[src/rtl/ram_fifo_ctrl_if.sv]
// ram_fifo_ctrl_if: request/grant, RAM address and status bundle for ram_fifo_ctrl.
// master = producer/consumer side (drives requests), slave = the controller.
interface ram_fifo_ctrl_if #(
  parameter int locations = 8
) ();
  localparam int AW = $clog2(locations);
  localparam int CW = $clog2(locations + 1);

  logic          wr_req;
  logic          wr_ack;
  logic          rd_req;
  logic          rd_ack;
  logic          rw;
  logic [AW-1:0] w_addr;
  logic [AW-1:0] r_addr;
  logic [CW-1:0] count;
  logic          full;
  logic          empty;

  modport master (
    output wr_req, rd_req,
    input  wr_ack, rd_ack, rw, w_addr, r_addr, count, full, empty
  );

  modport slave (
    input  wr_req, rd_req,
    output wr_ack, rd_ack, rw, w_addr, r_addr, count, full, empty
  );
endinterface

[src/rtl/ram_fifo_ctrl.sv]
// ram_fifo_ctrl: pointer, flag and arbitration controller for a simple
// dual-port RAM with a single rw pin, forming a synchronous FIFO.
// Grants at most one operation (push or pop) per cycle.
// Optional feature macro: RAM_FIFO_CTRL_FAIR_ARB_EN
//   defined   -> round-robin arbitration on push/pop conflicts (prio register)
//   undefined -> a conflict always grants the push
module ram_fifo_ctrl #(
  parameter int locations = 8
) (
  input  logic            clk,
  input  logic            rst_n,
  ram_fifo_ctrl_if.slave  bus
);
  localparam int AW = $clog2(locations);
  localparam int CW = $clog2(locations + 1);
  localparam logic [AW-1:0] LAST_ADDR = AW'(locations - 1);
  localparam logic [CW-1:0] FULL_CNT  = CW'(locations);

  logic [AW-1:0] w_addr_q, w_addr_d;
  logic [AW-1:0] r_addr_q, r_addr_d;
  logic [CW-1:0] count_q, count_d;
  logic          full_s, empty_s;
  logic          we, re;
  logic          wr_ack, rd_ack;

`ifdef RAM_FIFO_CTRL_FAIR_ARB_EN
  logic prio_q, prio_d;   // 0 = push wins next conflict, 1 = pop wins
`endif

  // Flags decode from the occupancy count, never from pointer comparison.
  assign full_s  = (count_q == FULL_CNT);
  assign empty_s = (count_q == '0);
  assign we      = bus.wr_req & ~full_s;
  assign re      = bus.rd_req & ~empty_s;

  // Grant at most one eligible request; both acks are held low during reset.
  always_comb begin
    wr_ack = 1'b0;
    rd_ack = 1'b0;
`ifdef RAM_FIFO_CTRL_FAIR_ARB_EN
    prio_d = prio_q;
`endif
    if (rst_n) begin
      if (we && re) begin
`ifdef RAM_FIFO_CTRL_FAIR_ARB_EN
        wr_ack = ~prio_q;
        rd_ack = prio_q;
        prio_d = ~prio_q;
`else
        wr_ack = 1'b1;
`endif
      end else begin
        wr_ack = we;
        rd_ack = re;
      end
    end
  end

  // Next pointers and count; wrap is explicit so any depth works.
  always_comb begin
    w_addr_d = w_addr_q;
    r_addr_d = r_addr_q;
    count_d  = count_q;
    if (wr_ack) begin
      w_addr_d = (w_addr_q == LAST_ADDR) ? '0 : w_addr_q + AW'(1);
      count_d  = count_q + CW'(1);
    end else if (rd_ack) begin
      r_addr_d = (r_addr_q == LAST_ADDR) ? '0 : r_addr_q + AW'(1);
      count_d  = count_q - CW'(1);
    end
  end

  // State registers with asynchronous clear.
  always_ff @(posedge clk or negedge rst_n) begin
    if (!rst_n) begin
      w_addr_q <= '0;
      r_addr_q <= '0;
      count_q  <= '0;
    end else begin
      w_addr_q <= w_addr_d;
      r_addr_q <= r_addr_d;
      count_q  <= count_d;
    end
  end

`ifdef RAM_FIFO_CTRL_FAIR_ARB_EN
  // Round-robin priority flips only after a conflict grant.
  always_ff @(posedge clk or negedge rst_n) begin
    if (!rst_n) prio_q <= 1'b0;
    else        prio_q <= prio_d;
  end
`endif

  assign bus.wr_ack = wr_ack;
  assign bus.rd_ack = rd_ack;
  assign bus.rw     = wr_ack;
  assign bus.w_addr = w_addr_q;
  assign bus.r_addr = r_addr_q;
  assign bus.count  = count_q;
  assign bus.full   = full_s;
  assign bus.empty  = empty_s;
endmodule
[src/flat_wrapper.sv]
// flat-port wrapper written by rule: the top's interface ports become plain ports
module ram_fifo_ctrl_flat 
#(
  parameter int locations = 8
)
  (clk, rst_n, bus_wr_req, bus_rd_req, bus_wr_ack, bus_rd_ack, bus_rw, bus_w_addr, bus_r_addr, bus_count, bus_full, bus_empty);
  ram_fifo_ctrl_if #(.locations(locations)) bus_i ();
  input  logic clk;
  input  logic rst_n;
  input wire logic [$bits(bus_i.wr_req)-1:0] bus_wr_req;
  input wire logic [$bits(bus_i.rd_req)-1:0] bus_rd_req;
  output wire logic [$bits(bus_i.wr_ack)-1:0] bus_wr_ack;
  output wire logic [$bits(bus_i.rd_ack)-1:0] bus_rd_ack;
  output wire logic [$bits(bus_i.rw)-1:0] bus_rw;
  output wire logic [$bits(bus_i.w_addr)-1:0] bus_w_addr;
  output wire logic [$bits(bus_i.r_addr)-1:0] bus_r_addr;
  output wire logic [$bits(bus_i.count)-1:0] bus_count;
  output wire logic [$bits(bus_i.full)-1:0] bus_full;
  output wire logic [$bits(bus_i.empty)-1:0] bus_empty;
  assign bus_i.wr_req = bus_wr_req;
  assign bus_i.rd_req = bus_rd_req;
  assign bus_wr_ack = bus_i.wr_ack;
  assign bus_rd_ack = bus_i.rd_ack;
  assign bus_rw = bus_i.rw;
  assign bus_w_addr = bus_i.w_addr;
  assign bus_r_addr = bus_i.r_addr;
  assign bus_count = bus_i.count;
  assign bus_full = bus_i.full;
  assign bus_empty = bus_i.empty;
  ram_fifo_ctrl #(.locations(locations)) u_core (.clk(clk), .rst_n(rst_n), .bus(bus_i));
endmodule
[config.mk]
export PLATFORM = sky130hd
export DESIGN_NAME = ram_fifo_ctrl_flat
export DESIGN_NICKNAME = d
export VERILOG_FILES = /design/src/rtl/ram_fifo_ctrl_if.sv /design/src/rtl/ram_fifo_ctrl.sv /design/src/flat_wrapper.sv
export SDC_FILE = /design/constraint.sdc
export NUM_CORES = 1
export LEC_CHECK = 0
export CAP_MARGIN = 20
export CORE_UTILIZATION = 43
export DETAILED_ROUTE_END_ITERATION = 8
export PLACE_DENSITY = 0.76
export SKIP_CTS_REPAIR_TIMING = 1
export SYNTH_ARGS = -nofsm -noshare
export SYNTH_HDL_FRONTEND = slang
export SYNTH_SLANG_ARGS = --single-unit
[constraint.sdc]
create_clock -name clk -period 3.2 [get_ports clk]
set_input_delay 0.8 -clock clk [delete_from_list [all_inputs] [get_ports clk]]
set_output_delay 0.8 -clock clk [all_outputs]
set_load 0.02 [all_outputs]
==> metrics.md <==
| Metric | Value |
|---|---|
| Outcome | `completed` |
| Hold Path Origin | `u_core.bus.count[3]` |
| Worst hold endpoint | `u_core.bus.count[3]` |
| Final min period | `3.127 ns` |
| LEAKAGE | `0.3725 nW` |
| Pre-Repair DR Iteration Count | `3` |
| DRT antenna net count | `0` |
| Worst r2r src | `u_core.bus.count[0]` |
| Clk pin slew, worst setup/hold paths | `0.07 ns` |
| Post-synthesis register bit count | `10` |
| Post-synthesis cell area | `575.6 sq um` |
| RSZ-0062 raised after global routing | `no` |
| Clock Path Buffers | `2` |
| Clk sink count | `10` |
| Die ar. | `1489 sq um` |
| Slew Viols, Final | `0` |
| Die Span Y | `38.59 um` |
| Vias in the first global route | `386` |
| Net Count, Synth | `54` |
| Most frequent cells in the layout | `clkdlybuf4s50_1, dfrtp_1, mux2_2, ha_1, buf_4` |
| CORE AREA | `1171 sq um` |
| Max Fclk | `319.8 MHz` |
| First-pass GRT wire length | `1.863 mm` |
| Largest net degree at the start of global routing | `8` |
| Req. time, crit path | `2.40 ns` |
| CP endpoint kind | `primary output` |
| Max Clock Skew | `0.002099 ns` |
| Placer congestion estimate | `0.6823` |
| Hold Vio Cnt, Final | `0` |
| Total CTS buffers | `3` |
| Unique masters post-synth | `20` |
| GRT Total Usage | `18.87%` |
| Commonest non-fill, non-tap cell in the layout | `clkdlybuf4s50_1` |
| Drt drc | `0` |
| Site Rows | `12` |
| Per-cell routed wire length | `13.62 um` |
| CTS tree | `done` |
| Horiz. Die Dim | `38.59 um` |
| Slew HR | `83.56%` |
| HP Class | `reg2reg` |
| Worst setup SP type | `primary input` |
| Htree depth | `1` |
| PortBufs | `18` |
| Ports | `19` |
| Syn_area_per_cell | `13.38 sq um` |
| Warnings, synthesis | `0` |
| DR vias/cell | `4.902` |
| R2R depth | `9` |
| VDD IR max | `0.0005439 V` |
| Register-to-Register Setup Slack | `0.55 ns` |
| Arrival time at the worst endpoint | `2.33 ns` |
| Final core utilization | `71.26%` |
| Critical path type | `in2out` |
| Ratio of cells with drive above 1 in the final layout | `29.41%` |
| Worst-Skew Late Latency | `0.26 ns` |
| Crit-path max FO | `4` |
| DRT iter0 DRCs | `4` |
| Clock Tree Root | `clkbuf_4` |
| Power density over the cells | `1041 nW/um^2` |
| Final HPWL DP | `882.3 um` |
| Max Cap Viol | `0` |
| Final Cycle Share | `97.73%` |
| Initial Util | `49.15%` |
| TNS Setup | `0 ns` |
| DR vias | `402` |
| Syn-to-layout area delta | `45.00%` |
| Cell depth of the worst hold path | `1` |
| RR Endpoint | `u_core.bus.count[3]` |
| Least-Margin Pin Slew | `0.2465 ns` |
| Initial antenna violation count | `0` |
| Final net count | `80` |
| Final setup vio count | `0` |
| Overflow after GRT | `0` |
| Gate Count Post-Synth | `43` |
| Routed Wire Length | `1.117 mm` |
| Overall power | `868.6 uW` |
| Ant diodes | `0` |
| Register area share after synthesis | `43.48%` |
## per-stage QoR
step | cell area (sq um) | setup slack, ns | hold slack (ns) | std cells
global placement | 798.3 | 0.09413 | 0.5114 | 78
floorplan | 575.6 | 0.5792 | 0.5044 | 43
detailed placement | 798.3 | 0.08134 | 0.5222 | 78
global route | 834.6 | 0.001520 | 0.5471 | 82
CTS | 834.6 | 0.06173 | 0.5327 | 82
finish | 834.6 | 0.07257 | 0.5251 | 82
## critical path, stage by stage
cell and delay [ns]:
clkdlybuf4s50_1 0.54, nand2_1 0.12, a211oi_4 0.21, clkdlybuf4s50_1 0.65
## logic make-up after synthesis
family	share of synthesized area, %
xor+xnor	4.566
simple gates	8.696
flops	43.48
fa+ha+maj	16.52
compound gates	5.869
buf+inv	3.478
mux	17.39
## synthesized netlist by cell type
cell type	instances	area, sq um
and3_2	1	7.510
dfrtp_1	10	250.2
nand2_1	1	3.750
buf_2	1	5.000
fa_1	1	20.02
mux2i_1	1	10.01
mux2_2	6	67.56
nor2_1	2	7.510
xnor2_1	2	17.52
ha_1	6	75.07
a21oi_1	1	5.000
inv_1	2	7.510
or4b_4	1	13.76
mux2_1	2	22.52
buf_4	1	7.510
a211oi_4	1	20.02
xor2_1	1	8.760
nor2_4	1	11.26
a21o_2	1	8.760
nor4_1	1	6.260
## registers in the layout (all words and copies together), names as in the netlist
register	count
u_core.bus.count	4
u_core.bus.r_addr	3
u_core.bus.w_addr	3
## where the power goes
group          internal [mW]  switching (mW)  leakage (nW)
registers              0.194          0.0778         0.118
logic                  0.267           0.219         0.233
clock network         0.0689          0.0426        0.0210
## per-layer routing
metal	up-vias	part of all wire, %	wire length [um]	global-route usage, %
li1	200	-	-	-
met1	188	48	536	26.97
met2	14	47	529	29.17
met3	0	4.6	51	3.468
met4	0	0	0	5.172
met5	-	0	0	0
## cell type report
type	count	area, sq um
inverters	2	7.507
repair buffers	23	217.7
clock buffers	4	36.28
fillers	95	336.6
multi-input cells	29	305.3
well taps	14	17.52
flip-flops and latches	10	250.2
## worst max path at each step
stage,from,endpoint,slack [ns],cells past startpoint
after floorplan,u_core.bus.count[0],u_core.bus.count[3],0.58,9
after global placement,rst_n,bus_rd_ack,0.09,4
after detailed placement,rst_n,bus_rd_ack,0.08,4
after CTS,rst_n,bus_rd_ack,0.06,4
after global routing,rst_n,bus_rd_ack,0.002,4
final,rst_n,bus_rd_ack,0.07,4
No activity file was read; power rests on OpenSTA's default activity.
